==> config.mk <==
export PLATFORM = sky130hd
export DESIGN_NAME = lj_pair_arbiter
export DESIGN_NICKNAME = d
export VERILOG_FILES = /design/src/rtl/lj_pair_arbiter.sv
export SDC_FILE = /design/constraint.sdc
export NUM_CORES = 2
export LEC_CHECK = 0
export ABC_AREA = 1
export BUFFER_PORTS_ARGS = -buffer_cell sky130_fd_sc_hd__clkbuf_2
export CAP_MARGIN = 20
export CORE_ASPECT_RATIO = 0.8
export CORE_MARGIN = 2
export CORE_UTILIZATION = 41
export DETAILED_ROUTE_END_ITERATION = 6
export SLEW_MARGIN = 0
export SYNTH_ARGS = -nofsm -noshare
export SYNTH_HDL_FRONTEND = slang
export SYNTH_SLANG_ARGS = --single-unit
export TNS_END_PERCENT = 20
==> constraint.sdc <==
create_clock -name clk -period 10.3 [get_ports clk]
set_input_delay 2.06 -clock clk [delete_from_list [all_inputs] [get_ports clk]]
set_output_delay 2.06 -clock clk [all_outputs]
set_load 0.005 [all_outputs]
==> src/rtl/lj_pair_arbiter.sv <==
// lj_pair_arbiter: round-robin arbiter that feeds NUM_REQ pair-filter requesters
// into one shared LJ evaluator. It screens r2 against the table range, tracks
// tags through a shadow pipeline, and buffers tagged forces in a FWFT FIFO.
// Credits cover every issued-but-not-popped pair, so the FIFO never overflows.
// Ports:
//   clk, rst                      clock, synchronous active-low reset
//   req_valid/req_ready           per-requester pair handshake (ready one-hot)
//   req_r2/req_d/req_ref_id/nb_id requester pair operands and particle IDs
//   eval_r2_valid/eval_r2/eval_d  issue to evaluator
//   eval_force/eval_force_valid   evaluator result
//   out_valid/out_ready/out_*     tagged force result toward accumulators
//   drop_cnt, tag_err, idle       status

package md_pkg;
   localparam int unsigned DATA_WIDTH  = 32;
   localparam int unsigned SEGMENT_NUM = 9;

   typedef struct packed {
      logic [DATA_WIDTH-1:0] z;
      logic [DATA_WIDTH-1:0] y;
      logic [DATA_WIDTH-1:0] x;
   } data_tuple_t;
endpackage

module lj_pair_arbiter
   import md_pkg::*;
#(
   parameter int unsigned NUM_REQ    = 4,
   parameter int unsigned LATENCY    = 14,
   parameter int unsigned FIFO_DEPTH = 16,
   parameter int unsigned ID_WIDTH   = 8,
   parameter int unsigned EXP_OFFSET = 118
) (
   input  logic                                 clk,
   input  logic                                 rst,
   input  logic [NUM_REQ-1:0]                   req_valid,
   output logic [NUM_REQ-1:0]                   req_ready,
   input  logic [NUM_REQ-1:0][DATA_WIDTH-1:0]   req_r2,
   input  data_tuple_t [NUM_REQ-1:0]            req_d,
   input  logic [NUM_REQ-1:0][ID_WIDTH-1:0]     req_ref_id,
   input  logic [NUM_REQ-1:0][ID_WIDTH-1:0]     req_nb_id,
   output logic                                 eval_r2_valid,
   output logic [DATA_WIDTH-1:0]                eval_r2,
   output data_tuple_t                          eval_d,
   input  data_tuple_t                          eval_force,
   input  logic                                 eval_force_valid,
   output logic                                 out_valid,
   input  logic                                 out_ready,
   output data_tuple_t                          out_force,
   output logic [$clog2(NUM_REQ)-1:0]           out_req_idx,
   output logic [ID_WIDTH-1:0]                  out_ref_id,
   output logic [ID_WIDTH-1:0]                  out_nb_id,
   output logic [15:0]                          drop_cnt,
   output logic                                 tag_err,
   output logic                                 idle
);

   localparam int unsigned IDX_W   = $clog2(NUM_REQ);
   localparam int unsigned TAG_W   = IDX_W + 2 * ID_WIDTH;
   localparam int unsigned FIFO_AW = $clog2(FIFO_DEPTH);
   localparam int unsigned CNT_W   = $clog2(FIFO_DEPTH + 1);
   localparam int unsigned ENT_W   = $bits(data_tuple_t) + TAG_W;

   logic [IDX_W-1:0]      r_rr_ptr;
   logic                  r_iss_vld;
   logic [DATA_WIDTH-1:0] r_eval_r2;
   data_tuple_t           r_eval_d;
   logic [TAG_W-1:0]      r_iss_tag;
   logic [LATENCY-1:0]    r_sh_vld;
   logic [TAG_W-1:0]      r_sh_tag [LATENCY];
   logic [CNT_W-1:0]      r_inflight;
   logic [CNT_W-1:0]      r_fifo_cnt;
   logic [FIFO_AW-1:0]    r_wr_ptr;
   logic [FIFO_AW-1:0]    r_rd_ptr;
   logic [ENT_W-1:0]      r_mem [FIFO_DEPTH];
   logic [15:0]           r_drop_cnt;
   logic                  r_tag_err;

   logic                  w_credit_ok;
   logic                  w_grant_vld;
   logic [IDX_W-1:0]      w_grant_idx;
   logic [IDX_W-1:0]      w_cand;
   logic [7:0]            w_exp_rel;
   logic                  w_in_range;
   logic                  w_issue;
   logic                  w_drop;
   logic                  w_tail_vld;
   logic                  w_empty;
   logic                  w_full;
   logic                  w_push;
   logic                  w_pop;

   // Credit covers the issue register, shadow pipeline and FIFO contents.
   assign w_credit_ok = ((CNT_W+1)'(r_inflight) + (CNT_W+1)'(r_fifo_cnt)) < (CNT_W+1)'(FIFO_DEPTH);

   // Round-robin search starting at r_rr_ptr; grants are suppressed in reset.
   always_comb begin
      w_grant_vld = 1'b0;
      w_grant_idx = '0;
      w_cand      = '0;
      for (int unsigned i = 0; i < NUM_REQ; i++) begin
         w_cand = r_rr_ptr + IDX_W'(i);
         if (!w_grant_vld && req_valid[w_cand]) begin
            w_grant_vld = 1'b1;
            w_grant_idx = w_cand;
         end
      end
      w_grant_vld = w_grant_vld & w_credit_ok & rst;
   end

   assign req_ready = w_grant_vld ? (NUM_REQ'(1) << w_grant_idx) : '0;

   // Exponent relative to segment 0, wrapping mod 256; sign bit ignored.
   assign w_exp_rel  = req_r2[w_grant_idx][30:23] - 8'(EXP_OFFSET);
   assign w_in_range = 32'(w_exp_rel) < SEGMENT_NUM;
   assign w_issue    = w_grant_vld & w_in_range;
   assign w_drop     = w_grant_vld & ~w_in_range;

   // Pointer, issue register and status counters.
   always_ff @(posedge clk) begin
      if (!rst) begin
         r_rr_ptr   <= '0;
         r_iss_vld  <= 1'b0;
         r_eval_r2  <= '0;
         r_eval_d   <= '0;
         r_iss_tag  <= '0;
         r_drop_cnt <= '0;
         r_tag_err  <= 1'b0;
      end else begin
         if (w_grant_vld) r_rr_ptr <= w_grant_idx + IDX_W'(1);
         r_iss_vld <= w_issue;
         if (w_issue) begin
            r_eval_r2 <= req_r2[w_grant_idx];
            r_eval_d  <= req_d[w_grant_idx];
            r_iss_tag <= {w_grant_idx, req_ref_id[w_grant_idx], req_nb_id[w_grant_idx]};
         end
         if (w_drop && r_drop_cnt != 16'hFFFF) r_drop_cnt <= r_drop_cnt + 16'd1;
         if (w_tail_vld ^ eval_force_valid) r_tag_err <= 1'b1;
      end
   end

   assign eval_r2_valid = r_iss_vld;
   assign eval_r2       = r_eval_r2;
   assign eval_d        = r_eval_d;
   assign drop_cnt      = r_drop_cnt;
   assign tag_err       = r_tag_err;

   // Shadow pipeline fed from the issue register so its tail lines up with
   // eval_force_valid LATENCY cycles after eval_r2_valid.
   always_ff @(posedge clk) begin
      if (!rst) begin
         r_sh_vld <= '0;
         for (int unsigned k = 0; k < LATENCY; k++) r_sh_tag[k] <= '0;
      end else begin
         r_sh_vld    <= {r_sh_vld[LATENCY-2:0], r_iss_vld};
         r_sh_tag[0] <= r_iss_tag;
         for (int unsigned k = 1; k < LATENCY; k++) r_sh_tag[k] <= r_sh_tag[k-1];
      end
   end

   assign w_tail_vld = r_sh_vld[LATENCY-1];

   // FIFO control: a returning tail always releases its in-flight slot.
   assign w_empty = (r_fifo_cnt == '0);
   assign w_full  = (r_fifo_cnt == CNT_W'(FIFO_DEPTH));
   assign w_pop   = ~w_empty & out_ready;
   assign w_push  = w_tail_vld & eval_force_valid & (~w_full | w_pop);

   always_ff @(posedge clk) begin
      if (!rst) begin
         r_inflight <= '0;
         r_fifo_cnt <= '0;
         r_wr_ptr   <= '0;
         r_rd_ptr   <= '0;
      end else begin
         r_inflight <= r_inflight + CNT_W'(w_issue) - CNT_W'(w_tail_vld);
         r_fifo_cnt <= r_fifo_cnt + CNT_W'(w_push) - CNT_W'(w_pop);
         if (w_push) r_wr_ptr <= r_wr_ptr + FIFO_AW'(1);
         if (w_pop)  r_rd_ptr <= r_rd_ptr + FIFO_AW'(1);
      end
   end

   // Storage array is not reset; the read side is masked while empty.
   always_ff @(posedge clk) begin
      if (w_push) r_mem[r_wr_ptr] <= {eval_force, r_sh_tag[LATENCY-1]};
   end

   always_comb begin
      out_valid = ~w_empty;
      {out_force, out_req_idx, out_ref_id, out_nb_id} = w_empty ? ENT_W'(0) : r_mem[r_rd_ptr];
   end

   assign idle = (r_inflight == '0) & w_empty & ~r_iss_vld;

endmodule

-- Yosys cells after proc, flatten, opt, wreduce, memory -nomap -nowiden
Memory sizes are Yosys's and may differ from the RTL's. A register that Yosys moved wholly into a read port is not among the register bits.
Cells that the tools add are included.
- $add $sub $neg: 13
- multiply operators: 0
- divide/modulo/power cells: 0
- order comparisons: 7
- equality and inequality tests: 2
- shift operators: 1
- muxes and demuxes: 46
- bitwise gates (word level): 29
- reductions and logical operators: 9
- operators by type and width (cell ; count):
    $mux 18 ; 14
    $bmux 96 s2 ; 1
    $mux 114 ; 1
    $mux 96 ; 1
    $bmux 32 s2 ; 1
    $bmux 8 s2 ; 2
    $mux 32 ; 1
    $add 16x1->16 const B ; 1
    $mux 8 ; 2
    $ne 16x16->1 const B ; 1
    $lt 2x3->1 const B ; 5
    $or 1x1->1 ; 15
    $mux 1 ; 12
    $mux 4 ; 3
    $add 5x1->5 ; 2
    $logic_not 5->1 ; 2
    $sub 5x1->5 ; 2
    $and 1x1->1 ; 9
    $add 4x1->4 const B ; 2
    $bmux 1 s2 ; 4
    $lt 8x4->1 const B ; 1
    $mux 2 ; 4
    $sub 8x7->8 const B ; 1
    $add 5x5->6 ; 1
    9 further kinds ; 19
- bits in registers: 198
- latch bits: 0
- RAM bits: 2076
- bits in read-only memories: 0
- input bits: 680
- output and inout port bits: 266
- memories kept: 2
- memories (name ; words ; width ; rd ports ; clocked after memory_dff ; wr ports ; line ; source):
    r_mem ; 16 ; 114 ; 1 ; 1 ; 1 ; 75 ; logic [ENT_W-1:0] r_mem [FIFO_DEPTH];
    r_sh_tag ; 14 ; 18 ; 14 ; 0 ; 14 ; 70 ; logic [TAG_W-1:0] r_sh_tag [LATENCY];

-- Longest topological paths before layout
- depth in word-level cells: 19
- depth in mapped cells: 32

-- Worst setup path after synthesis
Ideal clock, no wire load.
- path kind: input to register
- from: in out_ready
- to: mem r_mem[11][0] (netlist bit) (enable)
- library setup time: 0.589 ns
- arrival time: 7.421 ns
- required time: 9.711 ns
- setup slack: 2.290 ns
- cell stages on the path: 6
- path through: nand2_1 nand3_1 and2_1 clkbuf_1 nand2_1 nor2_1
- word-level cells in the longest chain between the ends: 5
- RTL lines (item ; line ; source):
    from (decl) ; 48 ; input logic out_ready,
    $and 1x1->1 ; 166 ; assign w_pop = ~w_empty & out_ready;
    $or 1x1->1 ; 167 ; assign w_push = w_tail_vld & eval_force_valid & (~w_full | w_pop);
    $and 1x1->1 ; 167 ;
    $mux 1 ; 185 ; if (w_push) r_mem[r_wr_ptr] <= {eval_force, r_sh_tag[LATENCY-1]};
    $mux 1 (not written as such) ; 185 ;
    to (decl) ; 75 ;
Every way passes these cells.

==> run summary <==
STATUS
----------------------------------------------------------------------------------
Run status                                                            complete, no violations

FLOORPLAN
----------------------------------------------------------------------------------
Placeable core region                                                  217,100 um2
Die ar.                                                                221,800 um2
Die extent in x                                                           526.1 um
Starting density of the core                                                41.18%
Die Y-Extent                                                              421.6 um
I/O pin cnt                                                                    946
Row count                                                                      153

PLACED DESIGN
----------------------------------------------------------------------------------
Placed wire-length estimate                                               184.9 mm
PortBufs                                                                       945
GP Congestion                                                                1.143
Cell area after placement                                               96,530 um2
Placement Setup Slack                                                     3.133 ns

DRT
----------------------------------------------------------------------------------
Post-DR wirelength/cell                                                   28.03 um
DR vias/cell                                                                 5.603
Total Routed Length                                                       317.8 mm
Total vias in the final route                                               63,530
DRC Markers                                                                      0
Remaining antenna violation count after routing                                  0
Initial DRC count                                                            6,280
First drt pass iteration count                                                   6

SETUP PATH
----------------------------------------------------------------------------------
Critical Setup Path Class                                             register to output pin
Startpoint of the worst-slack reg-to-reg timing path                   r_rr_ptr[0]
Maximum fanout encountered on the critical timing path                         114
Worst setup path end                                                  out_force[60]
Cell count of the worst reg-to-reg path                                         24
Setup slack on the worst flop-to-flop path                                 4.62 ns
Element type at the critical path end                                   output pin
Type of origin of the critical path                                       register
Worst Path Arrival                                                         5.06 ns
End of the worst register-to-register path                              eval_d[20]
Required @ worst endpoint                                                  8.24 ns

LOGIC SYNTHESIS
----------------------------------------------------------------------------------
Yosys warning count                                                              0
Number of enable-type register cells in the synthesized netlist              1,824
Fraction of registers with async set/reset                                      0%
Most used DFF post-synth                                                  edfxtp_1
#FFs+latches synth                                                           2,278
Number of instances in the synthesized netlist                               7,580
Number of library cell types mapped by synthesis                                42
Share of synthesized area occupied by flip-flops and latches                71.44%
Post-synth design cell area                                             89,390 um2
Syn nets                                                                     8,289
Synthesized area divided by synthesized cell count                       11.79 um2

MIN PATH
----------------------------------------------------------------------------------
Path category of the worst min-delay check                            register to register

FINISH
----------------------------------------------------------------------------------
Share of final-layout standard cells stronger than drive strength 1         16.70%
Final cell area excluding filler cells                                 104,000 um2
FF+latch area                                                           63,880 um2
Number of nets at the end of the flow                                        8,976
Leading cell type in the layout, fill and taps excluded                   edfxtp_1
Area of the multi-input gates                                           22,120 um2
Area grow syn2layout                                                        16.36%
Fill cell total of the finished layout                                      19,690
Highest-count cells in the layout ignoring fill and taps              1,824 x edfxtp_1, 1,051 x nand2_1, 973 x nor2_1, 968 x o21ai_0, 944 x clkbuf_2

GLOBAL ROUTE
----------------------------------------------------------------------------------
Met1 track demand over resource                                             33.64%
Total gr overflow                                                                0
Wire length of the first global-routing pass                              447.6 mm
Initial antenna violation count                                                 81
Pin count of the biggest net entering global routing                           253
GR Util All Layers                                                          27.72%
Vias in the first global route                                              61,360
GR Util met3                                                                6.338%
Peak-usage layer in the global routing report                                 met2
Routing usage on met2                                                       47.47%

STA
----------------------------------------------------------------------------------
Hold slack                                                               0.3706 ns
Setup TNS Final                                                               0 ns
Total of endpoints with negative setup slack in the final report                 0
Hold violation count in the final report                                         0
Final worst slack                                                         3.177 ns
Slew at the pin closest to its max-slew limit                             1.377 ns
Unrepaired setup endpoints after global routing                                 no
Worst Clk Skew                                                           0.1021 ns
Fin. max-slew vios                                                               0
Ratio of final minimum period to clock period                               69.15%
Headroom to the max-slew limit                                              8.187%
Final critical delay including setup and external delays                  7.123 ns
Fmax                                                                     140.4 MHz

PWR
----------------------------------------------------------------------------------
Power per standard cell area                                          263.6 nW/um2
P_leak                                                                    37.56 nW
Design Power                                                              27.42 mW
Peak ir drop on the vdd network                                        0.0002945 V

CTS
----------------------------------------------------------------------------------
Resize count post-CTS                                                            0
# H-tree levels                                                                  4
Clock-pin slew on the worst setup and hold paths                           0.06 ns
Clock tree root driver cell                                              clkbuf_16
Maximum clock insertion buffer count                                             4
TritonCTS clock tree                                                          done
Number of buffers inserted by hold repair at cts                                 0
Clock buffers created by TritonCTS                                             227
CTS sink cnt                                                                 2,278
Post-CTS Setup Bufs                                                              0
Clock latency of the later-clocked register in the worst-skew pair         0.90 ns

JOB
----------------------------------------------------------------------------------
Reported max-cap violation count                                                 0

==> critical path: stages (launching register included) <==
cell	delay, ns
dfxtp_4	0.91
buf_4	0.92
buf_4	0.97
o21ai_0	0.25
o221ai_1	0.24
o211ai_1	0.12
a21oi_1	0.40
clkbuf_2	0.20
==> routing by layer <==
| metal | up-vias | wire, um |
|---|---|---|
| li1 | 28890 | - |
| met1 | 31710 | 121000 |
| met2 | 2284 | 157900 |
| met3 | 558 | 23450 |
| met4 | 86 | 14920 |
| met5 | - | 541 |
==> power breakdown <==
part           total [mW]  switching [mW]  internal (mW)
clock                8.29            3.52           4.77
combinational        8.81            6.49           2.33
sequential           10.3           0.197           10.1
==> cell usage after synthesis, drive strengths merged (7+ instances only) <==
master     n  share of area [%]
edfxtp  1824                 61
nand2   1054                4.4
nor2     994                4.2
o21ai    971                5.4
clkbuf   512                2.1
dfxtp    454                 10
a21oi    412                2.3
inv      343                1.4
o221ai   305                3.0
o211ai   151                1.3
o22ai    151                1.1
a32oi    120                1.2
nand3    115               0.69
buf       60               0.37
nand4     32               0.22
ha        27               0.38
nor3      14              0.078
xor2       9              0.088
or2        7              0.049
==> registers in the layout, summed over array words and instances, names as in the netlist, named ones only <==
| signal | count |
|---|---|
| r_sh_tag | 252 |
| r_rd_ptr | 4 |
| drop_cnt | 16 |
| r_wr_ptr | 4 |
| r_fifo_cnt | 5 |
| r_rr_ptr | 2 |
| r_inflight | 5 |
| eval_d | 96 |
| eval_r2_valid | 1 |
| r_mem | 1824 |
| r_iss_tag | 18 |
| tag_err | 1 |
| r_sh_vld | 14 |
| eval_r2 | 32 |
==> stage by stage <==
step	util, %	cells
2_1_floorplan	-	7580
3_3_place_gp	44.46	10900
3_5_place_dp	44.47	10900
4_1_cts	47.86	11320
5_1_grt	47.90	11330
6_report	47.92	11340
==> cell type report <==
cell class / count / share of cell area, %
antenna: 21 / 0.05052
tap: 2867 / 3.449
clock buffer: 287 / 5.847
inverter: 346 / 1.289
timing repair buffer: 1030 / 5.468
sequential: 2278 / 61.41
multi-input combinational: 4384 / 21.26
clock inverter: 126 / 1.227
==> cell families after synthesis <==
logic type / count (synthesis) / synth area share [%]
buf+inv: 918 / 3.979
compound gates: 2114 / 14.27
flops: 2278 / 71.44
simple gates: 2226 / 9.747
fa+ha+maj: 29 / 0.4227
xor+xnor: 15 / 0.1470
==> worst min path at each step <==
stage                startpoint                to  slack [ns]  cells after the start
3_5_place_dp    r_sh_tag[1][53]   r_sh_tag[1][71]        0.40                      2
3_3_place_gp   r_sh_tag[0][137]   r_sh_tag[1][11]        0.39                      2
5_1_grt         r_sh_tag[1][37]   r_sh_tag[1][55]        0.39                      2
6_report        r_sh_tag[1][53]   r_sh_tag[1][71]        0.37                      2
2_1_floorplan   r_sh_tag[0][82]  r_sh_tag[0][100]        0.39                      2
4_1_cts         r_sh_tag[1][37]   r_sh_tag[1][55]        0.36                      2
No activity file was read; power rests on OpenSTA's default activity.
